===== src/rtl/sampled_history_monitor_if.sv =====
`default_nettype none
// ============================================================================
// Module      : sampled_history_monitor_if
// Description : Sample/control inputs and per-channel result outputs of the
//               sampled history monitor.
// Revision    : 1.0 - initial release
// ============================================================================
interface sampled_history_monitor_if #(
  parameter int WIDTH = 4,
  parameter int CNT_W = 8
);
  logic                     en;
  logic                     clr;
  logic [WIDTH-1:0]         sig_in;
  logic [WIDTH-1:0]         past_out;
  logic [WIDTH-1:0]         rose;
  logic [WIDTH-1:0]         fell;
  logic [WIDTH-1:0]         changed;
  logic [WIDTH-1:0]         stable;
  logic                     valid;
  logic [WIDTH*CNT_W-1:0]   chg_cnt;
  logic [WIDTH-1:0]         sat;

  modport master (
    output en, clr, sig_in,
    input  past_out, rose, fell, changed, stable, valid, chg_cnt, sat
  );

  modport slave (
    input  en, clr, sig_in,
    output past_out, rose, fell, changed, stable, valid, chg_cnt, sat
  );
endinterface
`default_nettype wire


===== src/rtl/sampled_history_monitor.sv =====
`default_nettype none
// ============================================================================
// Module      : sampled_history_monitor
// Description : Per-channel DEPTH-deep sample history with delayed output,
//               edge/change flags and saturating change counters.
// Revision    : 1.0 - initial release
// ============================================================================
module sampled_history_monitor #(
  parameter int WIDTH = 4,
  parameter int DEPTH = 2,
  parameter int CNT_W = 8
) (
  input  logic                       clk,
  input  logic                       rst_n,
  sampled_history_monitor_if.slave   bus
);

  localparam int c_FILL_W = $clog2(DEPTH + 1);

  logic [WIDTH-1:0]    r_hist [DEPTH];
  logic [c_FILL_W-1:0] r_fill;
  logic                r_valid;
  logic [WIDTH-1:0]    r_past;
  logic [WIDTH-1:0]    r_rose;
  logic [WIDTH-1:0]    r_fell;
  logic [WIDTH-1:0]    r_changed;
  logic [WIDTH-1:0]    r_stable;

  logic                w_full;
  logic [c_FILL_W-1:0] w_fill_nxt;
  logic [WIDTH-1:0]    w_diff;
  logic [WIDTH-1:0]    w_gate;

  // Fill-complete is judged on the count before the edge, so the edge that
  // raises valid still produces zero flags.
  assign w_full     = (r_fill == c_FILL_W'(DEPTH));
  assign w_fill_nxt = w_full ? r_fill : r_fill + c_FILL_W'(1);
  assign w_diff     = bus.sig_in ^ r_hist[0];
  assign w_gate     = {WIDTH{w_full}};

  always_ff @(posedge clk or negedge rst_n) begin
    if (!rst_n) begin
      for (int j = 0; j < DEPTH; j++) r_hist[j] <= '0;
      r_fill  <= '0;
      r_valid <= 1'b0;
      r_past  <= '0;
    end else if (bus.en) begin
      r_hist[0] <= bus.sig_in;
      for (int j = 1; j < DEPTH; j++) r_hist[j] <= r_hist[j-1];
      r_past  <= r_hist[DEPTH-1];
      r_fill  <= w_fill_nxt;
      r_valid <= (w_fill_nxt == c_FILL_W'(DEPTH));
    end
  end

  // Flags are one-sample pulses: any disabled cycle clears them.
  always_ff @(posedge clk or negedge rst_n) begin
    if (!rst_n) begin
      r_rose    <= '0;
      r_fell    <= '0;
      r_changed <= '0;
      r_stable  <= '0;
    end else if (bus.en) begin
      r_rose    <= bus.sig_in & ~r_hist[0] & w_gate;
      r_fell    <= ~bus.sig_in & r_hist[0] & w_gate;
      r_changed <= w_diff & w_gate;
      r_stable  <= ~w_diff & w_gate;
    end else begin
      r_rose    <= '0;
      r_fell    <= '0;
      r_changed <= '0;
      r_stable  <= '0;
    end
  end

  for (genvar i = 0; i < WIDTH; i++) begin : g_ch
    logic [CNT_W-1:0] r_cnt;
    logic             r_sat;
    logic [CNT_W-1:0] w_cnt_inc;
    logic             w_bump;

    assign w_cnt_inc = r_cnt + CNT_W'(1);
    assign w_bump    = bus.en & w_full & w_diff[i] & ~(&r_cnt);

    always_ff @(posedge clk or negedge rst_n) begin
      if (!rst_n) begin
        r_cnt <= '0;
        r_sat <= 1'b0;
      end else if (bus.clr) begin
        r_cnt <= '0;
        r_sat <= 1'b0;
      end else if (w_bump) begin
        r_cnt <= w_cnt_inc;
        r_sat <= r_sat | (&w_cnt_inc);
      end
    end

    assign bus.chg_cnt[i*CNT_W +: CNT_W] = r_cnt;
    assign bus.sat[i]                    = r_sat;
  end

  assign bus.past_out = r_past;
  assign bus.rose     = r_rose;
  assign bus.fell     = r_fell;
  assign bus.changed  = r_changed;
  assign bus.stable   = r_stable;
  assign bus.valid    = r_valid;

endmodule
`default_nettype wire


===== src/flat_wrapper.sv =====
// flat-port wrapper written by rule: the top's interface ports become plain ports
module sampled_history_monitor_flat 
#(
  parameter int WIDTH = 4,
  parameter int DEPTH = 2,
  parameter int CNT_W = 8
)
  (clk, rst_n, bus_en, bus_clr, bus_sig_in, bus_past_out, bus_rose, bus_fell, bus_changed, bus_stable, bus_valid, bus_chg_cnt, bus_sat);
  sampled_history_monitor_if #(.WIDTH(WIDTH), .CNT_W(CNT_W)) bus_i ();
  input  logic clk;
  input  logic rst_n;
  input wire logic [$bits(bus_i.en)-1:0] bus_en;
  input wire logic [$bits(bus_i.clr)-1:0] bus_clr;
  input wire logic [$bits(bus_i.sig_in)-1:0] bus_sig_in;
  output wire logic [$bits(bus_i.past_out)-1:0] bus_past_out;
  output wire logic [$bits(bus_i.rose)-1:0] bus_rose;
  output wire logic [$bits(bus_i.fell)-1:0] bus_fell;
  output wire logic [$bits(bus_i.changed)-1:0] bus_changed;
  output wire logic [$bits(bus_i.stable)-1:0] bus_stable;
  output wire logic [$bits(bus_i.valid)-1:0] bus_valid;
  output wire logic [$bits(bus_i.chg_cnt)-1:0] bus_chg_cnt;
  output wire logic [$bits(bus_i.sat)-1:0] bus_sat;
  assign bus_i.en = bus_en;
  assign bus_i.clr = bus_clr;
  assign bus_i.sig_in = bus_sig_in;
  assign bus_past_out = bus_i.past_out;
  assign bus_rose = bus_i.rose;
  assign bus_fell = bus_i.fell;
  assign bus_changed = bus_i.changed;
  assign bus_stable = bus_i.stable;
  assign bus_valid = bus_i.valid;
  assign bus_chg_cnt = bus_i.chg_cnt;
  assign bus_sat = bus_i.sat;
  sampled_history_monitor #(.WIDTH(WIDTH), .DEPTH(DEPTH), .CNT_W(CNT_W)) u_core (.clk(clk), .rst_n(rst_n), .bus(bus_i));
endmodule

===== config.mk =====
export PLATFORM = sky130hd
export DESIGN_NAME = sampled_history_monitor_flat
export DESIGN_NICKNAME = d
export VERILOG_FILES = /design/src/rtl/sampled_history_monitor_if.sv /design/src/rtl/sampled_history_monitor.sv /design/src/flat_wrapper.sv
export SDC_FILE = /design/constraint.sdc
export NUM_CORES = 1
export LEC_CHECK = 0
export BUFFER_PORTS_ARGS = -buffer_cell sky130_fd_sc_hd__buf_2
export CELL_PAD_IN_SITES_DETAIL_PLACEMENT = 0
export CELL_PAD_IN_SITES_GLOBAL_PLACEMENT = 1
export CORE_MARGIN = 1.5
export CORE_UTILIZATION = 46
export DETAILED_ROUTE_END_ITERATION = 7
export PLACE_DENSITY_LB_ADDON = 0.12
export SLEW_MARGIN = 15
export SYNTH_ARGS = -nofsm -noshare
export SYNTH_HDL_FRONTEND = slang
export SYNTH_SLANG_ARGS = --single-unit

===== constraint.sdc =====
create_clock -name clk -period 3.7 [get_ports clk]
set_clock_uncertainty 0.1 [all_clocks]
set_input_delay 0.185 -clock clk [delete_from_list [all_inputs] [get_ports clk]]
set_output_delay 0.185 -clock clk [all_outputs]
set_load 0.005 [all_outputs]

==> results.txt, run 1 <==
Adder-Cell Fraction of Synth Area -> 6.517%
Compound-Gate Fraction of Synth Area -> 10.46%
Final WL -> 7219 um
Initial antenna violation count -> 0
RR Startpoint -> u_core.r_fill[0]
Clk Latency, worst-skew pair -> 340 ps
Worst Path Buf+Inv -> 2
Synthesized area -> 0.003456 mm2
Mux share of post-synthesis cell area -> 4.634%
Number of global-route vias before repair -> 2524
Met3 usage -> 3.382%
Slew Viols, Final -> 0
CTS tree -> done
Endpoint type of the worst setup path -> flip-flop
Final hold vios -> 0
Post-Synth Simple-Gate Area -> 20.09%
Critical path's slowest cell -> ha_1
Die H -> 89.68 um
Fillers -> 683
EDFF count, synth -> 0
Number of nets with antenna violations after routing -> 0
Fraction of layout cells with a size suffix above 1 -> 24.03%
# diodes -> 0
NumNets Final -> 433
VDD IR max -> 206.9 uV
Worst Path Max Fanout -> 16
Critical path's top delay family -> simple AND/OR/NAND/NOR gates
Ys async rst share -> 100.0%
Clock period minus worst slack -> 2318 ps
Mapped Avg Cell Area -> 10.05 um2
Area Overhead vs Synth -> 18.90%
Netlist cell types -> 50
Top Ports -> 65
Met2 usage -> 30.26%
Largest net degree at the start of global routing -> 45
Setup Fix Bufs, Post-CTS -> 0
Max Fclk -> 431.3 MHz
RSZ-0062 raised after global routing -> false
Arr. time, crit path -> 2480 ps
Setup TNS -> 0 ps
Initial Utilization -> 47.65%
Leak -> 2.052 nW
Routed len/inst -> 14.13 um
Pwr Density -> 437.9 mW/mm2
GR Util met1 -> 25.80%
DIE AREA -> 0.008042 mm2
Critical Path Start -> u_core.r_fill[0]
GRT Overall Usage -> 19.10%
Ys flop type -> dfrtp_1
Post-Synth XOR/XNOR Area -> 5.576%
Final period util -> 62.66%
Final setup violation count -> 0
#FFs+latches synth -> 66
Main combinational cell family by area after synthesis -> simple AND/OR/NAND/NOR gates
Cts bufs inserted -> 9
Relative slew slack -> 49.33%
Crit path largest cell delay -> 490 ps
Drt pass-1 iters -> 4
Crit start category -> flip-flop
Row count -> 31
Core ar. -> 0.007253 mm2
Slew @ Worst Pin -> 760.1 ps
Cells after Synth -> 344
Initial DRC count -> 192
Drt via density -> 5.249
CTS root buffer -> clkbuf_8
Status -> complete, no violations
Vias -> 2682
Critical-path cell list -> inv_1 -> ha_1 -> nand2_2 -> or2_4 -> inv_2 -> o31ai_2 -> or3_1 -> a21oi_1
Residual DRC -> 0
Worst hold start -> bus_sig_in[0]
Global routing's busiest layer -> met2
Post-DP HPWL -> 4880 um
Port bufs -> 64
Syn. warnings -> 0
Gpl congestion -> 0.8044
Hold Path Class -> primary input to flip-flop
Die W -> 89.68 um
Mapped Nets -> 370
Clock sinks -> 66
H-Tree Depth -> 3
Global-route wire length before repair -> 11870 um
Worst EP required -> 3860 ps
Remaining Overflow, GRT -> 0
Register area share after synthesis -> 47.79%
Max-Cap Viols -> 0
Max clock buf depth -> 2
Worst-path clk slew -> 80 ps
Crit path kind -> flip-flop to flip-flop
Minimum hold slack -> 13.03 ps
## final cells by class
| type | instances | area [um2] | share of cell area [%] |
|---|---|---|---|
| well taps | 99 | 123.9 | 3.015 |
| clock inverters | 7 | 125.1 | 3.045 |
| clock buffers | 9 | 123.9 | 3.015 |
| multi-input cells | 239 | 1634 | 39.77 |
| flip-flops and latches | 66 | 1652 | 40.19 |
| inverters | 22 | 82.58 | 2.010 |
| repair buffers | 69 | 367.9 | 8.953 |
## repair_timing
item | 4_1_cts | 5_1_grt
hold buffers | 4 | 0
endpoints found under the hold margin | 25 | 0
gates resized for setup | 0 | 0
## synth_stat cells, drive strengths merged, types with 2 or more instances
cell     instances  share of area, %
o2111ai          2              0.69
nand2b           5              0.91
buf              9               1.7
o21ai           19               2.8
inv             22               2.4
nand4            6               1.1
a31oi            3              0.54
xnor2           11               2.8
o31ai            4               1.0
nor4             5              0.91
mux2i            7               2.0
nor2b            2              0.36
nand3           10               1.4
and3            18               3.3
and2             2              0.36
nand3b           5               1.1
or2              4              0.80
ha              18               6.5
dfrtp           66                48
a21oi           14               2.0
xor2            11               2.8
or4              2              0.43
clkbuf           8              0.87
nor2            23               2.5
or3              9               1.6
and3b            4               1.0
o211ai           5               1.1
nand2           28               3.1
mux2             8               2.6
## flip-flops by register name, indices dropped and copies added, names as in the netlist
| signal | cells |
|---|---|
| u_core.g_ch.r_sat | 4 |
| u_core.bus.rose | 4 |
| u_core.bus.stable | 4 |
| u_core.bus.changed | 4 |
| u_core.bus.past_out | 4 |
| u_core.g_ch.r_cnt | 32 |
| u_core.r_fill | 2 |
| u_core.bus.fell | 4 |
| u_core.r_hist | 8 |
## power breakdown
| group | internal [mW] | switching (mW) | leakage, nW |
|---|---|---|---|
| combinational | 0.0945 | 0.138 | 1.03 |
| sequential | 0.774 | 0.0340 | 0.893 |
| clock | 0.455 | 0.303 | 0.124 |
| total | 1.32 | 0.476 | 2.05 |
## path summary, 6_finish.rpt
kind,slack [ps],end,cells after the start
max in group asynchronous,2260,u_core.g_ch[1].r_cnt[6],3
hold reg to reg,400,u_core.bus.past_out[2],1
setup reg to reg,1380,u_core.g_ch[2].r_cnt[4],8
hold / removal,10,u_core.r_hist[4],3
setup / recovery,1380,u_core.g_ch[2].r_cnt[4],8
min in group asynchronous,270,u_core.g_ch[1].r_cnt[2],2
## placed cells by master, fill, tap and decap left out, types with 2 or more instances in the layout
cell type	n
and2_1	2
a21oi_1	14
dfrtp_1	66
buf_2	64
inv_1	21
inv_6	2
xor2_1	11
ha_1	18
nand2_1	27
clkinv_4	2
nor4_1	5
o21ai_1	3
or3_1	9
o31ai_1	3
and3_1	18
clkbuf_8	9
nand3b_1	5
xnor2_1	11
o211ai_1	5
nand2b_1	5
nand3_1	10
bufinv_16	3
a31oi_1	3
nor2b_1	2
mux2_2	8
dlygate4sd3_1	4
and3b_1	4
or4_1	2
or2_2	3
nand4_1	6
mux2i_1	7
nor2_1	23
o21ai_0	16
## per-layer routing
metal / part of all wire (%) / routed length (um)
met1: 48 / 3436
met2: 47 / 3395
met3: 4.0 / 288
met4: 1.4 / 99
met5: 0 / 0
## logic make-up after synthesis
group / after synthesis
adders and majority gates: 18
buffers and inverters: 39
AOI/OAI and AO/OA: 56
and+or+nand+nor: 128
DFF: 66
muxes: 15
xor gates and xnor gates: 22
## worst register-to-register path, delay by kind of cell, from the launching register on
family | cells | cell delay [ps]
AOI/OAI and AO/OA | 2 | 300
adders and majority gates | 1 | 490
buffers and inverters | 2 | 170
DFF | 1 | 360
and+or+nand+nor | 3 | 810
## per-stage QoR
step	setup WS, ps	area, um2	instances	utilization [%]	power [mW]
2_1_floorplan	1832	3456	344	-	0.9563
3_3_place_gp	1488	3820	491	52.67	1.047
3_5_place_dp	1440	3820	491	52.67	1.055
4_1_cts	1381	4109	511	56.65	1.822
5_1_grt	1164	4109	511	56.65	1.893
6_report	1382	4109	511	56.65	1.799
Note: power is estimated with default switching activity, not from simulation.
==> inputs of run 2 (changes only) <==
Settings changed: CORE_UTILIZATION 46 to 43.
Clock period 3.7 ns to 2.4 ns, I/O delays scaled along.
==> run 2 against run 1 <==
Fmax grew 9.9%; worst hold slack gained 91 ps; global-route usage shrank 0.24 points; flip-flop and latch count is the same; register-to-register slack lost 1100 ps; critical path type unchanged.
==> results.txt, run 2 (synthesis gave the netlist of run 1 again) <==
Status -> complete, no violations
CTS tree -> done
Row count -> 32 (+3.2%)
Die W -> 92.65 um (+3.3%)
Drt pass-1 iters -> 6 (+2)
Cts bufs inserted -> 9 (unchanged)
Remaining Overflow, GRT -> 0 (unchanged)
Worst hold start -> bus_en
Internal power of the cells -> 2.043 mW (+54%)
RSZ-0062 raised after global routing -> false
Clock period minus worst slack -> 2110 ps (-208.6 ps)
Final setup violation count -> 0 (unchanged)
Slew @ Worst Pin -> 600.0 ps (-160.1 ps)
Routed len/inst -> 14.01 um (-0.85%)
Clk Latency, worst-skew pair -> 330 ps (about the same)
Clock power share -> 40.7% (-1.4 points)
H-Tree Depth -> 3 (unchanged)
Combinational Power Share -> 14.0% (+1.1 points)
Initial Utilization -> 44.49% (-3.2 points)
Final WL -> 7298 um (+1.1%)
Drt via density -> 5.152 (-1.8%)
Slew Viols, Final -> 0 (unchanged)
Number of nets with antenna violations after routing -> 0 (unchanged)
Leading cell type in the layout, fill and taps excluded -> dfrtp_1
Max clock buf depth -> 2 (unchanged)
Net Sw Frac -> 25.63% (-0.81 points)
Worst setup path endpoint -> u_core.g_ch[3].r_cnt[3]
Vias -> 2684 (+0.075%)
Pwr Density -> 659.7 mW/mm2 (+51%)
Post-DP HPWL -> 5128 um (+5.1%)
Largest net degree at the start of global routing -> 43 (-4.4%)
Crit path kind -> flip-flop to flip-flop
GRT Overall Usage -> 18.85% (-0.24 points)
Register-to-Register Path Depth -> 7 (-1)
Final hold vios -> 0 (unchanged)
Initial antenna violation count -> 0 (unchanged)
Setup TNS -> 0 ps (unchanged)
R2R Setup Slk -> 290 ps (-1090 ps)
Worst setup margin -> 290.1 ps (-1091 ps)
# diodes -> 0 (unchanged)
Leak -> 2.085 nW (+1.6%)
Die H -> 92.65 um (+3.3%)
Worst EP required -> 2560 ps (-1300 ps)
Gpl congestion -> 0.8069 (+0.31%)
Port bufs -> 64 (unchanged)
Max Fclk -> 474.0 MHz (+9.9%)
CTS root buffer -> clkbuf_8
DIE AREA -> 0.008584 mm2 (+6.7%)
Core ar. -> 0.007767 mm2 (+7.1%)
Largest register by flop count -> u_core.g_ch.r_cnt
Number of global-route vias before repair -> 2549 (+0.99%)
RR Startpoint -> u_core.r_fill[0]
Largest register FFs -> 32 (unchanged)
Relative slew slack -> 59.73% (+10 points)
Worst-path clk slew -> 70 ps (about the same)
Switching pwr -> 704.0 uW (+48%)
Residual DRC -> 0 (unchanged)
Most frequent cells in the layout -> dfrtp_1 (66), buf_2 (64), nand2_1 (27)
R2R Path End -> u_core.g_ch[3].r_cnt[3]
Critical Path Start -> u_core.r_fill[0]
Sequential share of power -> 45.4% (+0.5 points)
Global-route wire length before repair -> 12660 um (+6.6%)
VDD IR max -> 390.6 uV (+89%)
Clock sinks -> 66 (unchanged)
PostCTS Resize Cnt -> 0 (unchanged)
Crit start category -> flip-flop
Initial DRC count -> 75 (-61%)
Arr. time, crit path -> 2270 ps (-210 ps)
Area Overhead vs Synth -> 20.49%
NumNets Final -> 440 (+1.6%)
Worst Path Max Fanout -> 11 (-5)
Hold Path Class -> primary input to flip-flop
Top Registers -> u_core.g_ch.r_cnt x32, u_core.r_hist x8
Top Ports -> 65 (unchanged)
Endpoint type of the worst setup path -> flip-flop
Setup Fix Bufs, Post-CTS -> 0 (unchanged)
Setup WS pre-CTS -> 332.5 ps (-1108 ps)
Fillers -> 739 (+8.2%)
Max-Cap Viols -> 0 (unchanged)
Fraction of layout cells with a size suffix above 1 -> 24.82% (+0.79 points)
Final period util -> 87.91% (+25 points)
run 2: changes by cell type in the layout (fill, tap and decap cells not counted):
cell,delta
buf_4,+5
clkbuf_1,+1
clkinv_4,-2
buf_12,+1
inv_6,-2
dlygate4sd3_1,+1
clkinv_2,+3
run 2: metrics by stage:
step                      std cells  util [%]  power [mW]  cell area (um2)  hold WS, ps
after floorplan                 344         -       1.474             3456       -275.6
after global placement          500     49.97       1.642             3881       -55.80
after detailed placement        500     49.97       1.652             3881       -55.18
after CTS                       521     53.61       2.772             4164        98.16
after global routing            521     53.61       2.881             4164        135.8
final                           521     53.61       2.747             4164        104.4
run 2: what timing repair did:
| action | in CTS | in global routing |
|---|---|---|
| hold buffers | 5 | 0 |
| endpoints found under the hold margin | 70 | 0 |
| endpoints found under the setup margin | 0 | 0 |
run 2: layer usage:
| metal | global-route usage, % | up-vias | wire, um |
|---|---|---|---|
| met3 | 3.448 | 8 | 294 |
| met1 | 26.42 | 1287 | 3618 |
| li1 | - | 1339 | - |
| met5 | 0 | - | 0 |
| met4 | 7.197 | 0 | 103 |
| met2 | 28.98 | 50 | 3281 |
run 2: final cells by class:
class                   instances  area, um2  share of cell area, %
flip-flops and latches         66       1652                  39.66
multi-input cells             239       1634                  39.24
repair buffers                 76      435.4                  10.46
clock buffers                  10      127.6                  3.065
well taps                     102      127.6                  3.065
clock inverters                 6      105.1                  2.524
inverters                      22      82.58                  1.983
run 2: worst max-delay path, cell delays in order (launching register included):
cell and delay [ps]:
dfrtp_1 360, inv_1 80, ha_1 260, buf_4 200, and3b_1 220, o21ai_1 240, or3_1 420, a21oi_1 140
run 2: how the worst min path moves through the flow:
| stage | end | slack [ps] | cells past startpoint |
|---|---|---|---|
| floorplan | u_core.bus.changed[0] | -280 | 0 |
| global placement | u_core.g_ch[1].r_cnt[3] | -60 | 1 |
| detailed placement | u_core.g_ch[1].r_cnt[3] | -60 | 1 |
| CTS | u_core.r_hist[4] | 100 | 3 |
| global route | u_core.g_ch[0].r_sat | 140 | 2 |
| finish | u_core.r_fill[1] | 100 | 3 |
run 2: power by group through the flow:
| stage | clock, mW | sequential, mW | combinational, mW |
|---|---|---|---|
| after CTS | 1.13 | 1.25 | 0.391 |
| after floorplan | 0 | 1.27 | 0.209 |
| after global placement | 0 | 1.27 | 0.375 |
| after global routing | 1.18 | 1.26 | 0.440 |
| after detailed placement | 0 | 1.27 | 0.384 |
| final | 1.12 | 1.25 | 0.384 |
==> inputs of run 3 (changes only) <==
Settings changed: HOLD_SLACK_MARGIN set to 0.1, RECOVER_POWER set to 25, SLEW_MARGIN 15 to not set.
==> run 3 against run 2 <==
Clock power about the same; flip-flop and latch count unchanged; via count down 0.48%; worst setup slack worse by 15 ps; sequential share of layout area up 0.11 points; cell count up 0.19%; register-to-register slack about the same; combinational power down 1%; critical endpoint unchanged; highest routed layer unchanged.
==> results.txt, run 3 (synthesis gave the netlist of run 1 again) <==
Register area -> 0.001652 mm2 (unchanged)
Slew @ Worst Pin -> 1018 ps (+417.9 ps)
Clock sinks -> 66 (unchanged)
Crit path largest cell delay -> 550 ps (+130 ps)
H-Tree Depth -> 3 (unchanged)
Status -> complete, no violations
Critical-path cell list -> dlygate4sd3_1 -> clkbuf_1 -> inv_1 -> ha_1 -> and3b_1 -> o21ai_1 -> or3_1 -> a21oi_1
Max-Cap Viols -> 0 (unchanged)
Clk Latency, worst-skew pair -> 330 ps (about the same)
Worst Path Max Fanout -> 9 (-2)
Row count -> 32 (unchanged)
Global-route wire length before repair -> 12660 um (unchanged)
Crit path kind -> primary input to flip-flop
Max Fclk -> 470.5 MHz (-0.72%)
Setup TNS -> 0 ps (unchanged)
Number of global-route vias before repair -> 2549 (unchanged)
Gpl congestion -> 0.8069 (unchanged)
RSZ-0062 raised after global routing -> false
CTS tree -> done
Drt via density -> 5.117 (-0.67%)
Remaining Overflow, GRT -> 0 (unchanged)
PostCTS Resize Cnt -> 0 (unchanged)
Core ar. -> 0.007767 mm2 (unchanged)
Critical path's top delay family -> buffers and inverters
Post-DP HPWL -> 5128 um (unchanged)
Pwr Density -> 659.6 mW/mm2 (about the same)
Post-CTS Hold Buffers -> 6 (+1)
Leading cell type in the layout, fill and taps excluded -> dfrtp_1
Worst-path clk slew -> 70 ps (about the same)
Most frequent cells in the layout -> dfrtp_1 (66), buf_2 (62), nand2_1 (27)
Final hold vios -> 0 (unchanged)
Top Ports -> 65 (unchanged)
Slew Viols, Final -> 0 (unchanged)
Critical path's slowest cell -> dlygate4sd3_1
RR Startpoint -> u_core.r_fill[0]
Setup WS pre-CTS -> 332.5 ps (unchanged)
Number of nets with antenna violations after routing -> 0 (unchanged)
Initial DRC count -> 85 (+13%)
Final setup violation count -> 0 (unchanged)
Arr. time, crit path -> 2280 ps (about the same)
Register-to-Register Path Depth -> 7 (unchanged)
Worst EP required -> 2560 ps (about the same)
Largest net degree at the start of global routing -> 43 (unchanged)
Drt pass-1 iters -> 4 (-2)
Die W -> 92.65 um (unchanged)
Routed len/inst -> 14.02 um (+0.12%)
R2R Path End -> u_core.g_ch[3].r_cnt[3]
VDD IR max -> 388.0 uV (-0.67%)
Largest register by flop count -> u_core.g_ch.r_cnt
Largest register FFs -> 32 (unchanged)
Hold depth -> 3 (unchanged)
Hold EP -> u_core.r_fill[1]
Worst setup margin -> 274.7 ps (-15.34 ps)
Final Util -> 53.46% (-0.14 points)
Final period util -> 88.55% (+0.64 points)
Worst hold start -> bus_en
Max clock buf depth -> 2 (unchanged)
NumNets Final -> 441 (+0.23%)
Initial Utilization -> 44.49% (unchanged)
Final WL -> 7321 um (+0.32%)
Residual DRC -> 0 (unchanged)
Area Overhead vs Synth -> 20.17%
Multi-input combinational cell area -> 0.001634 mm2 (unchanged)
Endpoint type of the worst setup path -> flip-flop
CTS root buffer -> clkbuf_8
Port bufs -> 64 (unchanged)
Top Registers -> u_core.g_ch.r_cnt x32, u_core.r_hist x8
R2R Setup Slk -> 290 ps (about the same)
Fillers -> 747 (+1.1%)
Crit start category -> primary input
Die H -> 92.65 um (unchanged)
Worst Path Buf+Inv -> 3 (+1)
Relative slew slack -> 32.14% (-28 points)
Vias -> 2671 (-0.48%)
DIE AREA -> 0.008584 mm2 (unchanged)
Clock period minus worst slack -> 2125 ps (+15.34 ps)
Hold Path Class -> primary input to flip-flop
Leak -> 2.074 nW (-0.56%)
Setup Fix Bufs, Post-CTS -> 0 (unchanged)
GRT Overall Usage -> 18.85% (unchanged)
Initial antenna violation count -> 0 (unchanged)
Minimum hold slack -> 107.4 ps (+3.010 ps)
# diodes -> 0 (unchanged)
Cts bufs inserted -> 9 (unchanged)
Fraction of layout cells with a size suffix above 1 -> 24.05% (-0.77 points)
-- run 3: area by class of cell --
class | count | share of cell area (%)
clock buffers | 10 | 3.073
clock inverters | 6 | 2.531
inverters | 22 | 1.989
multi-input cells | 239 | 39.35
flip-flops and latches | 66 | 39.77
well taps | 102 | 3.073
repair buffers | 77 | 10.21
-- run 3: worst max-delay path by stage --
| stage | cells past startpoint | slack [ps] | startpoint | end |
|---|---|---|---|---|
| after floorplan | 6 | 530 | u_core.r_fill[0] | u_core.g_ch[2].r_sat |
| after global placement | 6 | 440 | u_core.r_fill[0] | u_core.g_ch[2].r_sat |
| after detailed placement | 7 | 330 | u_core.r_fill[0] | u_core.g_ch[3].r_cnt[3] |
| after CTS | 9 | 300 | bus_sig_in[1] | u_core.g_ch[1].r_cnt[5] |
| after global routing | 3 | 100 | rst_n | u_core.g_ch[2].r_cnt[7] |
| final | 8 | 270 | bus_sig_in[3] | u_core.g_ch[3].r_cnt[3] |
-- run 3: where the power goes --
group / internal, mW / total (mW) / switching [mW]
Sequential: 1.19 / 1.25 / 0.0520
Combinational: 0.160 / 0.380 / 0.220
Clock: 0.686 / 1.11 / 0.427
-- run 3: worst register-to-register path: stages (launching register included) --
cell and delay [ps]:
dfrtp_1 360, inv_1 80, ha_1 270, buf_4 200, and3b_1 220, o21ai_1 240, or3_1 420, a21oi_1 140
-- run 3: stage by stage --
| step | instance area, um2 | power [mW] | std cells |
|---|---|---|---|
| 5_1_grt | 4153 | 2.878 | 522 |
| 2_1_floorplan | 3456 | 1.474 | 344 |
| 6_report | 4153 | 2.739 | 522 |
| 3_3_place_gp | 3881 | 1.642 | 500 |
| 3_5_place_dp | 3881 | 1.652 | 500 |
| 4_1_cts | 4174 | 2.774 | 522 |
-- run 3: routing by layer --
layer  part of all wire [%]  vias up  GRT usage [%]  wire (um)
li1                       -     1338              -          -
met3                    3.4        2          3.448        250
met4                   0.60        0          7.197         44
met1                     50     1290          26.42       3647
met2                     46       41          28.98       3378
met5                      0        -              0          0
